File: config.mk
export PLATFORM = sky130hd
export DESIGN_NAME = ucode_loader
export DESIGN_NICKNAME = d
export VERILOG_FILES = /design/src/rtl/ucode_loader.sv
export SDC_FILE = /design/constraint.sdc
export NUM_CORES = 1
export LEC_CHECK = 0
export BUFFER_PORTS_ARGS = -buffer_cell sky130_fd_sc_hd__buf_2
export CORE_UTILIZATION = 60
export CTS_CLUSTER_SIZE = 8
export DETAILED_ROUTE_END_ITERATION = 6
export PLACE_DENSITY = 0.88
export SYNTH_ARGS = -nofsm -noshare
export SYNTH_HDL_FRONTEND = slang
export SYNTH_SLANG_ARGS = --single-unit
File: constraint.sdc
create_clock -name i_clk -period 2.6 [get_ports i_clk]
set_input_delay 0 -clock i_clk [delete_from_list [all_inputs] [get_ports i_clk]]
set_output_delay 0 -clock i_clk [all_outputs]
set_load 0.03 [all_outputs]
File: src/rtl/ucode_loader.sv
// ucode_loader: receives a microcode frame byte by byte (address, count, big-endian
// words, optional checksum), writes each word into program memory, then starts the
// CPU and records its completion status.
// Optional feature: define UCODE_LOADER_CKSUM_EN to require a trailing XOR checksum
// byte; without it the CKSUM state is absent and o_error stays 0.
module ucode_loader (
  input  logic        i_clk,
  input  logic        i_rst,
  input  logic [7:0]  i_rx_data,
  input  logic        i_rx_wr,
  output logic        o_uc_wr,
  output logic [7:0]  o_uc_waddr,
  output logic [15:0] o_uc_wdata,
  output logic        o_run,
  input  logic        i_running,
  input  logic        i_status,
  output logic        o_busy,
  output logic        o_done,
  output logic        o_result,
  output logic        o_error
);

`ifdef UCODE_LOADER_CKSUM_EN
  typedef enum logic [2:0] {
    StIdle, StCount, StHi, StLo, StCksum, StRun, StFinish
  } state_e;
`else
  typedef enum logic [2:0] {
    StIdle, StCount, StHi, StLo, StRun, StFinish
  } state_e;
`endif

  state_e      state_q, state_d;
  logic [7:0]  addr_q;
  logic [8:0]  cnt_q;       // 9 bits so that N = 0 can hold 256
  logic [7:0]  hi_q;
  logic        uc_wr_q;
  logic [7:0]  uc_waddr_q;
  logic [15:0] uc_wdata_q;
  logic        first_q;     // first RUN cycle: i_running not yet meaningful
  logic        done_q;
  logic        result_q;
`ifdef UCODE_LOADER_CKSUM_EN
  logic [7:0]  cksum_q;
  logic        error_q;
`endif

  // State register.
  always_ff @(posedge i_clk or posedge i_rst) begin
    if (i_rst) begin
      state_q <= StIdle;
    end else begin
      state_q <= state_d;
    end
  end

  // Next-state decode; strobes are only honoured in the frame-receiving states.
  always_comb begin
    state_d = state_q;
    unique case (state_q)
      StIdle:  if (i_rx_wr) state_d = StCount;
      StCount: if (i_rx_wr) state_d = StHi;
      StHi:    if (i_rx_wr) state_d = StLo;
      StLo: begin
        if (i_rx_wr) begin
          if (cnt_q == 9'd1) begin
`ifdef UCODE_LOADER_CKSUM_EN
            state_d = StCksum;
`else
            state_d = StRun;
`endif
          end else begin
            state_d = StHi;
          end
        end
      end
`ifdef UCODE_LOADER_CKSUM_EN
      StCksum: if (i_rx_wr) state_d = (i_rx_data == cksum_q) ? StRun : StIdle;
`endif
      StRun:    if (!first_q && !i_running) state_d = StFinish;
      StFinish: state_d = StIdle;
      default:  state_d = StIdle;
    endcase
  end

  // Frame datapath, memory write port and run-status registers.
  always_ff @(posedge i_clk or posedge i_rst) begin
    if (i_rst) begin
      addr_q     <= 8'd0;
      cnt_q      <= 9'd0;
      hi_q       <= 8'd0;
      uc_wr_q    <= 1'b0;
      uc_waddr_q <= 8'd0;
      uc_wdata_q <= 16'd0;
      first_q    <= 1'b0;
      done_q     <= 1'b0;
      result_q   <= 1'b0;
`ifdef UCODE_LOADER_CKSUM_EN
      cksum_q    <= 8'd0;
      error_q    <= 1'b0;
`endif
    end else begin
      uc_wr_q <= 1'b0;
      first_q <= (state_d == StRun) && (state_q != StRun);
      unique case (state_q)
        StIdle: begin
          if (i_rx_wr) begin
            addr_q   <= i_rx_data;
            done_q   <= 1'b0;
            result_q <= 1'b0;
`ifdef UCODE_LOADER_CKSUM_EN
            error_q  <= 1'b0;
            cksum_q  <= i_rx_data;
`endif
          end
        end
        StCount: begin
          if (i_rx_wr) begin
            cnt_q   <= (i_rx_data == 8'd0) ? 9'd256 : {1'b0, i_rx_data};
`ifdef UCODE_LOADER_CKSUM_EN
            cksum_q <= cksum_q ^ i_rx_data;
`endif
          end
        end
        StHi: begin
          if (i_rx_wr) begin
            hi_q    <= i_rx_data;
`ifdef UCODE_LOADER_CKSUM_EN
            cksum_q <= cksum_q ^ i_rx_data;
`endif
          end
        end
        StLo: begin
          if (i_rx_wr) begin
            uc_wr_q    <= 1'b1;
            uc_waddr_q <= addr_q;
            uc_wdata_q <= {hi_q, i_rx_data};
            addr_q     <= addr_q + 8'd1;
            cnt_q      <= cnt_q - 9'd1;
`ifdef UCODE_LOADER_CKSUM_EN
            cksum_q    <= cksum_q ^ i_rx_data;
`endif
          end
        end
`ifdef UCODE_LOADER_CKSUM_EN
        StCksum: begin
          if (i_rx_wr && (i_rx_data != cksum_q)) error_q <= 1'b1;
        end
`endif
        StRun: begin
          if (state_d == StFinish) begin
            done_q   <= 1'b1;
            result_q <= i_status;
          end
        end
        default: ;
      endcase
    end
  end

  assign o_uc_wr    = uc_wr_q;
  assign o_uc_waddr = uc_waddr_q;
  assign o_uc_wdata = uc_wdata_q;
  assign o_run      = (state_q == StRun);
  assign o_busy     = (state_q != StIdle);
  assign o_done     = done_q;
  assign o_result   = result_q;
`ifdef UCODE_LOADER_CKSUM_EN
  assign o_error    = error_q;
`else
  assign o_error    = 1'b0;
`endif

endmodule
# Yosys cells after proc, flatten, opt, wreduce, memory -nomap -nowiden
# Cells that the tools add are included.
[word_totals]
in_bits = 13
ff_bits = 56
elab_cells = 60
[classes]
n_eq_ne = 12
n_reduce_logical = 15
muxes = 21
add_sub_neg = 2
[op_table]
columns = ["cell", "count"]
rows = [
  ["$mux W9", 3],
  ["$mux W3", 6],
  ["$pmux W9 S2", 1],
  ["$mux W8", 2],
  ["$pmux W8 S2", 1],
  ["$pmux W3 S5", 1],
  ["$eq A3 B3 Y1 const B", 3],
  ["$eq A9 B1 Y1 const B", 1],
  ["$reduce_and A3 Y1", 3],
  ["$sub A9 B1 Y9 const B", 1],
  ["$add A8 B1 Y8 const B", 1],
  ["$logic_not A8 Y1", 1],
  ["$eq A3 B2 Y1 const B", 2],
  ["$ne A2 B2 Y1 const B", 3],
  ["$reduce_bool A2 Y1", 3],
  ["$mux W1", 5],
  ["$pmux W1 S2", 2],
  ["$reduce_and A2 Y1", 2],
  ["$eq A3 B1 Y1 const B", 1],
  ["$logic_not A3 Y1", 1],
  ["$ne A3 B3 Y1 const B", 1],
  ["$reduce_bool A3 Y1", 1],
  ["$logic_and A1 B1 Y1", 2],
  ["$logic_not A1 Y1", 2],
  ["$ne A2 B1 Y1 const B", 1],
]

# Longest topological paths before layout
[depth]
depth_word = 7
ltp_mapped = 7

# Worst setup path before layout
# No wires, ideal clock.
[synth_timing]
path_type = "reg2reg"
startpoint = "reg cnt_q[0]"
endpoint = "reg cnt_q[6]"
setup_time_ps = 135
path_slack_ps = 1024
path_stages_with_launch = 7
arrival_ps = 1442
cell_sequence = "dfrtp_1 > inv_1 > ha_1 > or3b_1 > o31a_1 > o21ai_0 > o21ai_0"
[synth_via]
elab_chain_cells = 3
[synth_lines]
columns = ["item", "line_no", "source"]
rows = [
  ["start, declared", "35", "logic [8:0] cnt_q;"],
  ["start signal, assigned", "119", "cnt_q <= (i_rx_data == 8'd0) ? 9'd256 : {1'b0, i_rx_data};"],
  ["start signal, assigned", "139", "cnt_q <= cnt_q - 9'd1;"],
  ["$sub A9 B1 Y9", "139", ""],
  ["$mux W9", "134", "if (i_rx_wr) begin"],
  ["$pmux W9 S2", "105", "unique case (state_q)"],
]
# No other way between the ends. The select of a mux whose other input is x is not followed.
# A chain may end at the register's enable or synchronous reset.

# Worst setup path in the final report
[layout_timing]
startpoint = "reg state_q[1]"
endpoint = "reg uc_wdata_q[5] (netlist: o_uc_wdata[5])"
[layout_via]
elab_chain_cells = 2
[layout_lines]
columns = ["item", "line_no", "source"]
rows = [
  ["start, declared", "33", "state_e state_q, state_d;"],
  ["start signal, assigned", "51", "state_q <= StIdle;"],
  ["start signal, assigned", "53", "state_q <= state_d;"],
  ["$eq A3 B2 Y1", "105", ""],
  ["$reduce_and A2 Y1 (no line)", "-", ""],
  ["end signal, assigned", "137", "uc_wdata_q <= {hi_q, i_rx_data};"],
  ["end, declared", "39", "logic [15:0] uc_wdata_q;"],
]
# No other way between the ends.

==> flow_summary.ini <==
[logic_synthesis]
synth.avg_cell_area_um2 = 9.57
share_of_synthesized_cell_area_in_and_or_nand_and_nor_gates_pct = 21.6
netlist_area_um2 = 2590
yosys.area.top_type_share_pct = 54.1
synthesis.nets = 287
synth_mux_area_share_pct = 3.86
ys.warnings.count = 0
commonest_cells_in_the_netlist = sky130_fd_sc_hd__nand2_1 (82), sky130_fd_sc_hd__dfrtp_1 (56), sky130_fd_sc_hd__o21ai_0 (20), sky130_fd_sc_hd__a21oi_1 (16), sky130_fd_sc_hd__inv_1 (11)
synth_top_cell_by_area = sky130_fd_sc_hd__dfrtp_1
synth_top_family_by_area = simple AND/OR/NAND/NOR gates
synth_xor_xnor_area_share_pct = 0.338
post_synth_inst_count = 271
synth_most_common_cell = sky130_fd_sc_hd__nand2_1
synth-adder-area-share_pct = 1.45
number_of_enable_flip_flop_cells_after_synthesis = 0
synth-async-reset-ratio_pct = 100
top_area_cells_in_the_synthesized_netlist = sky130_fd_sc_hd__dfrtp_1 (54%), sky130_fd_sc_hd__nand2_1 (12%), sky130_fd_sc_hd__o21ai_0 (3.9%)
synth_top_flop_cell = sky130_fd_sc_hd__dfrtp_1
synth_compound_area_share_pct = 13.5
ys_seq_elements = 56
synth.lib_cells_used.distinct = 48
synth_sequential_area_ratio_pct = 54.1

[detailed_routing]
wirelength_um = 5600
detail_route.drc_violations = 0
drt.antenna.violating_nets = 0
1st_iter_drt_viols = 175
dr_total_vias = 2113
detail_route.vias_per_cell = 5.77
first_pass_iters = 4
avgRoutedWirePerCell_um = 15.3

[setup_path]
kind_of_launch_point_of_the_worst_setup_path = register
crit-reg2reg-capture = o_uc_wdata[5]
rr_worst_depth = 5
worstSetupPathType = register to register
path_max_fanout = 23
origin_of_the_critical_flop_to_flop_path = state_q[1]
critPathRequiredTime_ns = 2.85
arrival_time_worst_endpoint_ns = 2.17
cp-end-kind = register
r2r_slack_ns = 0.69

[hold_path]
hold_start = i_running
whs_endpoint = o_done
worst_hold_path_type = input pin to register
min_path_cells = 3

[floorplanning]
initial_core_util_pct = 63.4
rows = 23
die_height_um = 67.7
number_of_i_o_pins = 43
core_um2 = 4090
fp.dieArea_um2 = 4590
die_width_um = 67.7

[global_routing]
first_global_vias = 2003
antenna_found_initial = 0
globalRoute.totalOverflow = 0
largest_net_degree_at_the_start_of_global_routing = 38
grt_pass1_wl_um = 9200
track_usage_pct = 27.7

[placement]
placed_cells_incl_taps = 351
gpl.final_weighted_congestion = 0.811
half_perimeter_wire_length_of_the_detailed_placement_result_um = 3860
i_o_buffers = 41
placed_area_um2 = 2800
pre_cts_setup_slack_ns = 0.763

[timing]
achievable-frequency_mhz = 523
hold_viol_final = 0
tns_ns = 0
finalCritPeriodShare_pct = 73.6
final-max-slew-violation-count = 0
fin_skew_ns = 0.00907
final-setup-viol-count = 0
slew_at_the_pin_closest_to_its_max_slew_limit_ns = 0.664
min_period_ns = 1.91
grt_setup_unrepaired = no
final.setup.worst_slack_ns = 0.687
timing.slew.headroom_pct = 55.7

[pwr]
pwr-share-clk_pct = 12.4
power.switching_fraction_pct = 45.0
power_density_nw_per_um2 = 1210
power.share.sequential_pct = 43.3
power_leakage_nw = 1.45
design_internal_power_mw = 1.97
post-layout-total-power_mw = 3.59
power.share.combinational_pct = 44.3
power.switching_mw = 1.61
vdd_ir_drop_max_mv = 0.699

[finish]
layout.cells.non_filler = 366
finalNetCount = 332
flow.area_growth_from_synthesis_pct = 14.1
antenna-diode-count = 0
share_of_final_layout_standard_cells_stronger_than_drive_strength_1_pct = 21.8
postLayoutCellArea_um2 = 2960

[clock_tree]
post_cts.repair.setup_buffers = 0
tritoncts = yes
clockBufferDepth = 2
clock_sink_count = 56
cts-root-buf = sky130_fd_sc_hd__clkbuf_8
cts_buffers = 5
clock_latency_ns = 0.31
cts_resized = 0
clock_tree.htree_level_count = 2
worst_setup_hold_path_clk_slew_ns = 0.09
cts.hold.buffers_added = 8

[flow_run]
maxCapViolCount = 0

[run_status]
outcome = finished, final reports clean
==> power by group through the flow <==
stage          combinational [mW]  sequential (mW)  clock, mW
3_3_place_gp                 1.52             1.55          0
6_report                     1.59             1.55      0.446
3_5_place_dp                 1.57             1.57          0
4_1_cts                      1.59             1.55      0.459
2_1_floorplan               0.855             1.87          0
5_1_grt                      1.77             1.61      0.486
==> worst max-delay path, stage by stage, from the launching register on <==
cell and delay (ns):
sky130_fd_sc_hd__dfrtp_1 0.64, sky130_fd_sc_hd__nand4b_1 0.20, sky130_fd_sc_hd__buf_4 0.24, sky130_fd_sc_hd__inv_1 0.51, sky130_fd_sc_hd__nand2_1 0.18, sky130_fd_sc_hd__nand2_1 0.09
==> layout by cell type (no fill, tap or decap), types with 2 or more instances in the layout <==
cell                            netlist  routed
sky130_fd_sc_hd__o22ai_1              3       3
sky130_fd_sc_hd__nor3b_1              2       2
sky130_fd_sc_hd__or3_1                5       5
sky130_fd_sc_hd__a31oi_1              3       3
sky130_fd_sc_hd__dfrtp_1             56      56
sky130_fd_sc_hd__nor3_1               3       3
sky130_fd_sc_hd__buf_2                8      41
sky130_fd_sc_hd__nor2_1               4       4
sky130_fd_sc_hd__nand2_1             82      82
sky130_fd_sc_hd__clkbuf_8             0       5
sky130_fd_sc_hd__buf_4                2       4
sky130_fd_sc_hd__nand3b_1             2       2
sky130_fd_sc_hd__a22oi_1              2       2
sky130_fd_sc_hd__nand3_1              4       4
sky130_fd_sc_hd__a221oi_1             2       2
sky130_fd_sc_hd__a21oi_1             16      16
sky130_fd_sc_hd__o31a_1               4       4
sky130_fd_sc_hd__mux2_2               8       8
sky130_fd_sc_hd__dlygate4sd3_1        0       8
sky130_fd_sc_hd__inv_1               11      10
sky130_fd_sc_hd__nand4b_1             2       2
sky130_fd_sc_hd__ha_1                 3       3
sky130_fd_sc_hd__o21ai_0             20      20
==> logic make-up (layout without fill, tap and decap cells) <==
logic type / Yosys count / in the layout
DFF: 56 / 56
buffers and inverters: 26 / 71
xor gates and xnor gates: 1 / 1
muxes: 9 / 9
AOI/OAI and AO/OA: 57 / 57
and+or+nand+nor: 118 / 118
other: 1 / 1
adders and majority gates: 3 / 3
==> worst max-delay path by stage <==
stage | from | to | slack, ns | depth (start not counted)
floorplan | cnt_q[0] | cnt_q[6] | 1.02 | 6
global placement | state_q[1] | o_uc_wdata[6] | 0.83 | 5
detailed placement | state_q[1] | o_uc_wdata[6] | 0.76 | 5
CTS | state_q[1] | o_uc_wdata[6] | 0.71 | 5
global route | state_q[1] | o_uc_wdata[5] | 0.54 | 5
finish | state_q[1] | o_uc_wdata[5] | 0.69 | 5
==> sequential cells by signal (all words and copies together) (netlist names) <==
signal,cells
state_q,3
o_result,1
o_uc_waddr,8
cnt_q,9
o_uc_wdata,16
addr_q,8
hi_q,8
first_q,1
o_done,1
o_uc_wr,1
==> metrics by stage <==
step                      utilization (%)  hold slack [ns]
after floorplan                         -            0.105
after global placement               68.5          0.00571
after CTS                            72.4          0.00110
after global routing                 72.4         0.000462
final                                72.4          0.00156
after detailed placement             68.5           0.0113
==> layer usage <==
layer  vias up  wire length [um]  global-route usage (%)  part of all wire, %
li1       1014                 -                       -                    -
met1      1021              2350                    35.6                   42
met2        66              2860                    44.1                   51
met3        12               290                    7.43                  5.2
met4         0               105                    11.2                  1.9
met5         -                 0                       0                    0
==> area by class of cell <==
class / instances / area (um^2)
Clock buffer: 6 / 72.6
Clock inverter: 1 / 5.00
Fill cell: 293 / 1130
Inverter: 11 / 41.3
Multi-Input combinational cell: 189 / 1060
Sequential cell: 56 / 1400
Tap cell: 50 / 62.6
Timing Repair Buffer: 53 / 315
No activity file was read; power rests on OpenSTA's default activity.
